**src/rtl/inst_fetcher.sv**
```systemverilog
// -----------------------------------------------------------------------------
// inst_fetcher
//   Byte-serial instruction fetch unit. Fetches 32-bit little-endian words one
//   byte at a time through a shared memory arbiter and buffers completed words
//   in a small queue for the decoder. Only one instruction is in flight at a
//   time. With continuous grants a new fetch starts in the same cycle the last
//   byte of the previous one arrives, so throughput is one word per 4 cycles.
//
// Parameters
//   RESET_PC     fetch address after reset
//   QUEUE_DEPTH  instruction queue entries (power of 2, >= 2)
//
// Ports
//   clk_in          clock, rising edge
//   rst_in          synchronous reset, active high
//   rdy_in          global enable, low = stall
//   redirect_valid  flush queue and restart fetch at redirect_pc
//   redirect_pc     new fetch address (not realigned)
//   mem_req         byte read request to the arbiter
//   mem_addr        byte address of the request
//   mem_grant       arbiter accepted mem_addr this cycle
//   mem_din         data for the address granted in the previous cycle
//   out_valid       queue head holds a complete instruction
//   out_inst        head instruction word
//   out_pc          address of the head instruction
//   out_ready       decoder accepts the head this cycle
// -----------------------------------------------------------------------------
module inst_fetcher #(
  parameter logic [31:0] RESET_PC    = 32'h0,
  parameter int          QUEUE_DEPTH = 2
) (
  input  logic        clk_in,
  input  logic        rst_in,
  input  logic        rdy_in,
  input  logic        redirect_valid,
  input  logic [31:0] redirect_pc,
  output logic        mem_req,
  output logic [31:0] mem_addr,
  input  logic        mem_grant,
  input  logic [7:0]  mem_din,
  output logic        out_valid,
  output logic [31:0] out_inst,
  output logic [31:0] out_pc,
  input  logic        out_ready
);

  localparam int AW = (QUEUE_DEPTH > 1) ? $clog2(QUEUE_DEPTH) : 1;
  localparam int CW = AW + 1;

  typedef enum logic {IDLE, FETCH} state_t;

  state_t          state;
  logic [31:0]     fetch_pc;
  logic [2:0]      issue_idx;   // bytes granted for the current word (0..4)
  logic [2:0]      rcv_idx;     // bytes received for the current word (0..4)
  logic            byte_due;    // a grant last cycle means mem_din is live now
  logic [31:0]     inst;
  logic [AW-1:0]   rd_ptr;
  logic [AW-1:0]   wr_ptr;
  logic [CW-1:0]   count;
  logic [31:0]     q_inst [QUEUE_DEPTH];
  logic [31:0]     q_pc   [QUEUE_DEPTH];

  logic        run;
  logic        done;
  logic        deq;
  logic        slot_free;
  logic        grant;
  logic [31:0] asm_inst;

  // Redirect wins over every other action of an active cycle.
  assign run  = rdy_in && !redirect_valid;
  // Word completes when byte 3 arrives, or on the first active cycle after it
  // was captured during a stall.
  assign done = run && (state == FETCH) &&
                ((rcv_idx == 3'd4) || (byte_due && rcv_idx == 3'd3));
  assign deq  = run && out_valid && out_ready;
  // A new fetch reserves a slot: occupancy after this cycle's enqueue and
  // dequeue must leave room for it.
  assign slot_free = (int'(count) + 1 - int'(deq)) < QUEUE_DEPTH;

  // While the last byte arrives, the next word's byte 0 may already be issued;
  // its address is fetch_pc + 4, which is exactly fetch_pc + issue_idx.
  assign mem_req  = run && (state == FETCH) &&
                    ((issue_idx < 3'd4) || (done && slot_free));
  assign mem_addr = fetch_pc + {29'd0, issue_idx};
  assign grant    = mem_req && mem_grant;

  assign out_valid = (count != '0);
  assign out_inst  = out_valid ? q_inst[rd_ptr] : '0;
  assign out_pc    = out_valid ? q_pc[rd_ptr]   : '0;

  // Current word with the arriving byte merged in at its little-endian lane.
  always_comb begin
    // NOTE: defaulting every always_comb output first keeps paths that skip an
    // assignment from inferring a latch.
    asm_inst = inst;
    if (byte_due && !rcv_idx[2]) begin
      case (rcv_idx[1:0])
        2'd0: asm_inst[7:0]   = mem_din;
        2'd1: asm_inst[15:8]  = mem_din;
        2'd2: asm_inst[23:16] = mem_din;
        2'd3: asm_inst[31:24] = mem_din;
      endcase
    end
  end

  // NOTE: sequential state uses non-blocking assignments so every register
  // samples the pre-edge values regardless of statement order.
  always_ff @(posedge clk_in) begin
    if (rst_in) begin
      state     <= IDLE;
      fetch_pc  <= RESET_PC;
      issue_idx <= '0;
      rcv_idx   <= '0;
      byte_due  <= 1'b0;   // drops any byte returning after reset
      inst      <= '0;
      rd_ptr    <= '0;
      wr_ptr    <= '0;
      count     <= '0;
    end else if (!rdy_in) begin
      // Stalled: everything holds, but a byte already on its way is kept.
      byte_due <= 1'b0;
      if (byte_due && !rcv_idx[2]) begin
        inst    <= asm_inst;
        rcv_idx <= rcv_idx + 3'd1;
      end
    end else if (redirect_valid) begin
      state     <= IDLE;
      fetch_pc  <= redirect_pc;
      issue_idx <= '0;
      rcv_idx   <= '0;
      byte_due  <= 1'b0;   // the byte returning in this cycle is discarded
      inst      <= '0;
      rd_ptr    <= '0;
      wr_ptr    <= '0;
      count     <= '0;
    end else begin
      byte_due <= grant;
      if (done) begin
        wr_ptr   <= wr_ptr + AW'(1);
        fetch_pc <= fetch_pc + 32'd4;
        rcv_idx  <= '0;
        inst     <= '0;
        if (slot_free) begin
          state     <= FETCH;
          issue_idx <= grant ? 3'd1 : 3'd0;
        end else begin
          state     <= IDLE;
          issue_idx <= '0;
        end
      end else begin
        if (byte_due) begin
          inst    <= asm_inst;
          rcv_idx <= rcv_idx + 3'd1;
        end
        if (grant) issue_idx <= issue_idx + 3'd1;
        if (state == IDLE && int'(count) < QUEUE_DEPTH) state <= FETCH;
      end
      if (deq) rd_ptr <= rd_ptr + AW'(1);
      if (done && !deq)      count <= count + CW'(1);
      else if (!done && deq) count <= count - CW'(1);
    end
  end

  // NOTE: queue storage is not reset; entries are only visible through
  // out_valid, and the outputs are forced to zero while the queue is empty.
  always_ff @(posedge clk_in) begin
    if (!rst_in && done) begin
      q_inst[wr_ptr] <= asm_inst;
      q_pc[wr_ptr]   <= fetch_pc;
    end
  end

endmodule

```
**config.mk**
```make
export PLATFORM = sky130hd
export DESIGN_NAME = inst_fetcher
export DESIGN_NICKNAME = d
export VERILOG_FILES = /design/src/rtl/inst_fetcher.sv
export SDC_FILE = /design/constraint.sdc
export NUM_CORES = 1
export LEC_CHECK = 0
export CORE_MARGIN = 4
export CORE_UTILIZATION = 54
export DETAILED_ROUTE_END_ITERATION = 16
export PLACE_DENSITY = 0.9
export SLEW_MARGIN = 40
export SYNTH_ARGS = -nofsm -noshare
export SYNTH_HDL_FRONTEND = slang
export SYNTH_SLANG_ARGS = --single-unit
```
**constraint.sdc**
```tcl
create_clock -name clk_in -period 5.02 [get_ports clk_in]
set_input_delay 0.502 -clock clk_in [delete_from_list [all_inputs] [get_ports clk_in]]
set_output_delay 0.502 -clock clk_in [all_outputs]
set_load 0.005 [all_outputs]
```
## Word-level counts from Yosys, hierarchy flattened

Memory sizes are Yosys's and may differ from the RTL's. A register that Yosys moved wholly into a read port is not among the register bits.
Index checks and enable logic that the tools add are counted.

- Bits in registers: 76
- Latch bits: 0
- Bits in writable memories: 128
- Bits in read-only memories: 0
- Bits of input ports: 46
- Output and inout port bits: 98
- Logic and storage cells: 109
- Memories: 2

- $add $sub $neg: 10
- $mul: 0
- Divide/modulo/power cells: 0
- Order comparisons: 3
- Eq/ne operators: 6
- Shifts and indexed selects: 0
- Multiplexer cells: 41
- Bitwise logic cells: 2
- Reduce and logical (&&, ||, !) cells: 36

Memories:

| name | words | bits a word | read ports | clocked after Yosys merged registers in | wr ports | RTL line | RTL |
|---|---|---|---|---|---|---|---|
| q_inst | 2 | 32 | 1 | 1 | 1 | 61 | `logic [31:0] q_inst [QUEUE_DEPTH];` |
| q_pc | 2 | 32 | 1 | 1 | 1 | 62 | `logic [31:0] q_pc [QUEUE_DEPTH];` |

Operators by type and width:

| kind | number |
|---|---|
| $mux 32 | 10 |
| $add 32x3->32 | 1 |
| $add 32x3->32 const B | 1 |
| $mux 8 | 4 |
| $mux 3 | 8 |
| $mux 1 | 16 |
| $logic_and 1x1->1 | 14 |
| $reduce_and 2->1 | 6 |
| $reduce_bool 3->1 | 3 |
| $reduce_bool 2->1 | 4 |
| $add 3x1->3 const B | 2 |
| $mux 2 | 3 |
| $logic_not 1->1 | 5 |
| $eq 2x2->1 const B | 2 |
| $lt 4x3->1 const B | 1 |
| $ne 4x1->1 const B | 1 |
| $sub 3x1->4 | 1 |
| $add 2x1->3 const B | 1 |
| $eq 3x2->1 const B | 1 |
| $eq 3x3->1 const B | 1 |
| $lt 3x3->1 const B | 1 |
| $reduce_or 3->1 | 1 |
| $add 1x1->1 const B | 2 |
| $add 2x1->2 const B | 1 |
| other kinds (6) | 8 |

## Logic depth before layout (Yosys ltp)

- Depth after elaboration: 14
- Gate-level depth with buffers: 10
- Gate-level depth less buffers: 8

## Worst setup path before layout

No wires, ideal clock.

- Path kind: reg-to-reg
- Start point: reg rcv_idx[0]
- End point: mem q_inst[0][0], enable pin
- Library setup time: 0.486 ns
- Data arrival time: 4.007 ns
- Data required time: 4.534 ns
- Path slack: 0.526 ns
- Cell stages (with the launch flop): 8
- Path buffers: 2
- Clock period less this slack: 4.494 ns
- Path through: dfxtp_1 ha_1 ha_1 a22o_1 buf_2 nand4_4 clkbuf_1 nor2_1

- Longest elaborated chain between the ends: 7
- Elaborated cells between the ends (all ways): 8
- Classes of those cells: eq/ne: 2; mux: 2; reduce/logical: 4

Ends and longest elaborated chain:

| item | RTL line | RTL |
|---|---|---|
| start: declaration | 55 | `logic [2:0] rcv_idx;` |
| start signal: assignment | 126 | `rcv_idx <= rcv_idx + 3'd1;` |
| start signal: assignment | 155 | `rcv_idx <= rcv_idx + 3'd1;` |
| $eq 3x2->1 | 76 | `((rcv_idx == 3'd4) \|\| (byte_due && rcv_idx == 3'd3));` |
| $logic_and 1x1->1 | 76 |  |
| $logic_or 1x1->1 * | 76 |  |
| $logic_and 1x1->1 * | 75 | `assign done = run && (state == FETCH) &&` |
| $logic_and 1x1->1 * | 169 | `if (!rst_in && done) begin` |
| $mux 1 * | 169 |  |
| $mux 1 (implied by the code) * | 170 | `q_inst[wr_ptr] <= asm_inst;` |
| end: declaration | 61 |  |

Mark *: on every way between the ends. The rest lies on a longest branch, timed or not.

## Final worst setup path

- Start point: reg fetch_pc[0]
- End point: out mem_addr[30]

- Longest elaborated chain between the ends: 1

Ends and longest elaborated chain:

| item | RTL line | RTL |
|---|---|---|
| start: declaration | 53 | `logic [31:0] fetch_pc;` |
| start signal: assignment | 130 | `fetch_pc <= redirect_pc;` |
| start signal: assignment | 142 | `fetch_pc <= fetch_pc + 32'd4;` |
| $add 32x3->32 | 86 | `assign mem_addr = fetch_pc + {29'd0, issue_idx};` |
| end: declaration | 38 | `output logic [31:0] mem_addr,` |

Every way passes these cells.

==> impl_results.md <==
* Share of the synthesized area in the top cell type at ~40%
* Largest net degree at the start of global routing at 55
* Commonest non-fill, non-tap cell in the layout: clkdlybuf4s50_1
* Worst slew pin tran at approximately 690 ps
* Ys Warns at 0
* 1st-iter DRT viols at between 700 and 800
* DRC violations left at 0
* Mapped Cells at 846
* Final hold violations at 0
* Critical path arrival at around 3300 ps
* Row count at 48
* Number of synthesized register bits at between 200 and 250
* Dominant cell type by area after synthesis: edfxtp_1
* Post-route insts no fill at ~1200
* Met1 usage at 32.4%
* Ys async rst share at 0%
* Max Root-Sink Buffers at 3
* Syn nets at 903
* Crit path capture type: output port
* Antenna violations before repair at 1
* Fin crit share at approximately three quarters
* Synth unique cells at ~70
* GRT busiest layer: met2
* Via/cell ratio at a little over 6
* Routed via count at around 7300
* Seq/Total Area, Yosys at between 50% and 60%
* Die width at 141 um
* HP Class: flip-flop to flip-flop
* Clock Tree Root: clkbuf_16
* Starting Density at 55.2%
* CTS Buf Count at 21
* Clock slew at reported path FFs at about 70 ps
* Nets at 1023
* Max-cap viol count at 0
* Post-CTS sizing at 0
* Grt ovf at 0
* CP Max Fanout at 5
* Pwr dens at around 310 nW/um2
* Post-route ant nets at 0
* Die ar. at around 20000 um2
* GR Util met2 at 41.0%
* Setup Skew at 21.6 ps
* Status: complete, no violations
* Setup violators final at 0
* Dpl cells at approximately 1200
* Max-slew headroom at a little over half
* GRT Total Usage at 24.4%
* RSZ-0062 raised after global routing: no
* Setup CP Type: flip-flop to output port
* I/O Buffers at roughly 140
* Drt total wl at 24.9 mm
* Vias in the first global route at roughly 7100
* Highest clock rate at between 0.2 and 0.3 GHz
* Grt met3 use at about 3.3%
* Peak supply drop at around 0.27 mV
* Max incr delay on CP at just over 500 ps
* CTS tree: yes
* Syn Area/Cell at between 10 and 15 um2
* CP required at around 4500 ps
* Synthesized cell area at roughly 9500 um2
* I/O pin total at 144
* Crit-path cells: ha_1 > inv_1 > fa_1 > nor2b_1 > o2111ai_1 > or2_1 > nor2_1 > xor2_1 > clkdlybuf4s50_1
* Area Overhead vs Synth at 24.1%
* Worst skew pair latency at about 510 ps
* Htree depth at 1
* WL per Instance at between 20 and 25 um
* Slowest-stage cell, CP: clkdlybuf4s50_1
* Core Region at 17300 um2
* Setup TNS at 0 ps
* Clock sink count at about 210
* TritonRoute pass-1 iters at 5
* DP Wirelength at between 15 and 20 mm
* Post-layout util at just under 70%
* Die H at about 140 um
* CP startpoint kind: flip-flop
* Post CTS Setup Buffer Count at 0
* Global-route wire length before repair at 38.9 mm
* Final hold slack at between 500 and 600 ps
* Commonest register cell after synthesis: edfxtp_1
* Number of synthesized flops with an enable pin at about 130
* Leading cell types in the layout, fill and taps excluded: clkdlybuf4s50_1, edfxtp_1, nor2_1, dfxtp_1, mux2i_1
* Max-slew violation count at 0
* Fraction of layout cells with a size suffix above 1 at about a tenth
* Hold_buf cts at 0
* Leak at ~0.0040 uW
* Synth area leaders: edfxtp_1, dfxtp_1, mux2i_1, mux2_2, nor2_1
* Routability congestion estimate at approximately 0.95
* Min cycle time layout at about 3800 ps
==> power by group <==
part | internal, uW | switching, uW | leakage (uW) | total, uW
combinational | 135 | 117 | 0.00192 | 252
sequential | 1790 | 45.1 | 0.00180 | 1840
clock | 927 | 635 | 0.000329 | 1560
==> synthesized netlist by cell type, drive strengths merged, types with 18 or more instances <==
cell type	n
o21ai	37
and2	41
nand4	18
mux2i	67
xnor2	23
nand3	25
buf	35
nor2	96
nand2	54
edfxtp	128
mux2	33
a21oi	30
clkbuf	22
inv	18
dfxtp	77
==> worst max-delay path: cells and delay by family (launching register included) <==
| kind | cells | cell delay, ps |
|---|---|---|
| xor gates and xnor gates | 1 | 160 |
| AOI/OAI and AO/OA | 1 | 290 |
| and+or+nand+nor | 3 | 830 |
| DFF | 1 | 380 |
| buffers and inverters | 2 | 560 |
| adders and majority gates | 2 | 570 |
==> final cells by class <==
type,instances,area [um2]
well taps,225,282
clock buffers,27,548
clock inverters,11,131
flip-flops and latches,205,5390
inverters,18,67.6
repair buffers,154,1580
fillers,1230,5440
diodes,1,2.50
multi-input cells,566,3860
==> cell families (layout without fill, tap and decap cells) <==
family                     Yosys count  after routing  share of synthesized area, %
AOI/OAI and AO/OA                  119            119                          8.01
muxes                              100            100                          10.9
xor gates and xnor gates            33             33                          3.03
and+or+nand+nor                    303            303                          16.6
other                                0              1                             0
DFF                                205            205                          56.4
adders and majority gates           11             11                          1.52
buffers and inverters               75            210                          3.58
==> metrics by stage <==
stage	instance area (um2)	total power (uW)	setup slack (ps)
floorplan	9550	1970	526
CTS	11800	3650	1210
global placement	11100	2110	1630
global route	11900	3750	1040
finish	11900	3650	1190
detailed placement	11200	2120	1520
==> metal layers <==
metal | routed length [um] | vias to the layer above
met4 | 1050 | 0
met3 | 1850 | 85
met2 | 12000 | 404
met5 | 0 | -
li1 | - | 3324
met1 | 10000 | 3523
==> state kept, by name, indices dropped and copies added (netlist names), named ones only <==
register / flops
q_inst: 64
wr_ptr: 1
state: 1
rd_ptr: 1
issue_idx: 3
inst: 32
rcv_idx: 3
count: 2
q_pc: 64
byte_due: 1
fetch_pc: 32
==> path summary, 6_finish.rpt <==
| path | from | end | slack [ps] | cells after the start |
|---|---|---|---|---|
| worst max register to register | rcv_idx[0]$_SDFFE_PP0P_ | q_inst[1][31]$_DFFE_PP_ | 2110 | 7 |
| worst min-delay path | fetch_pc[0]$_SDFFE_PP0P_ | fetch_pc[0]$_SDFFE_PP0P_ | 520 | 2 |
| worst max-delay path | fetch_pc[0]$_SDFFE_PP0P_ | mem_addr[30] | 1190 | 9 |
| worst min register to register | fetch_pc[0]$_SDFFE_PP0P_ | fetch_pc[0]$_SDFFE_PP0P_ | 520 | 2 |
No activity file was read; power rests on OpenSTA's default activity.
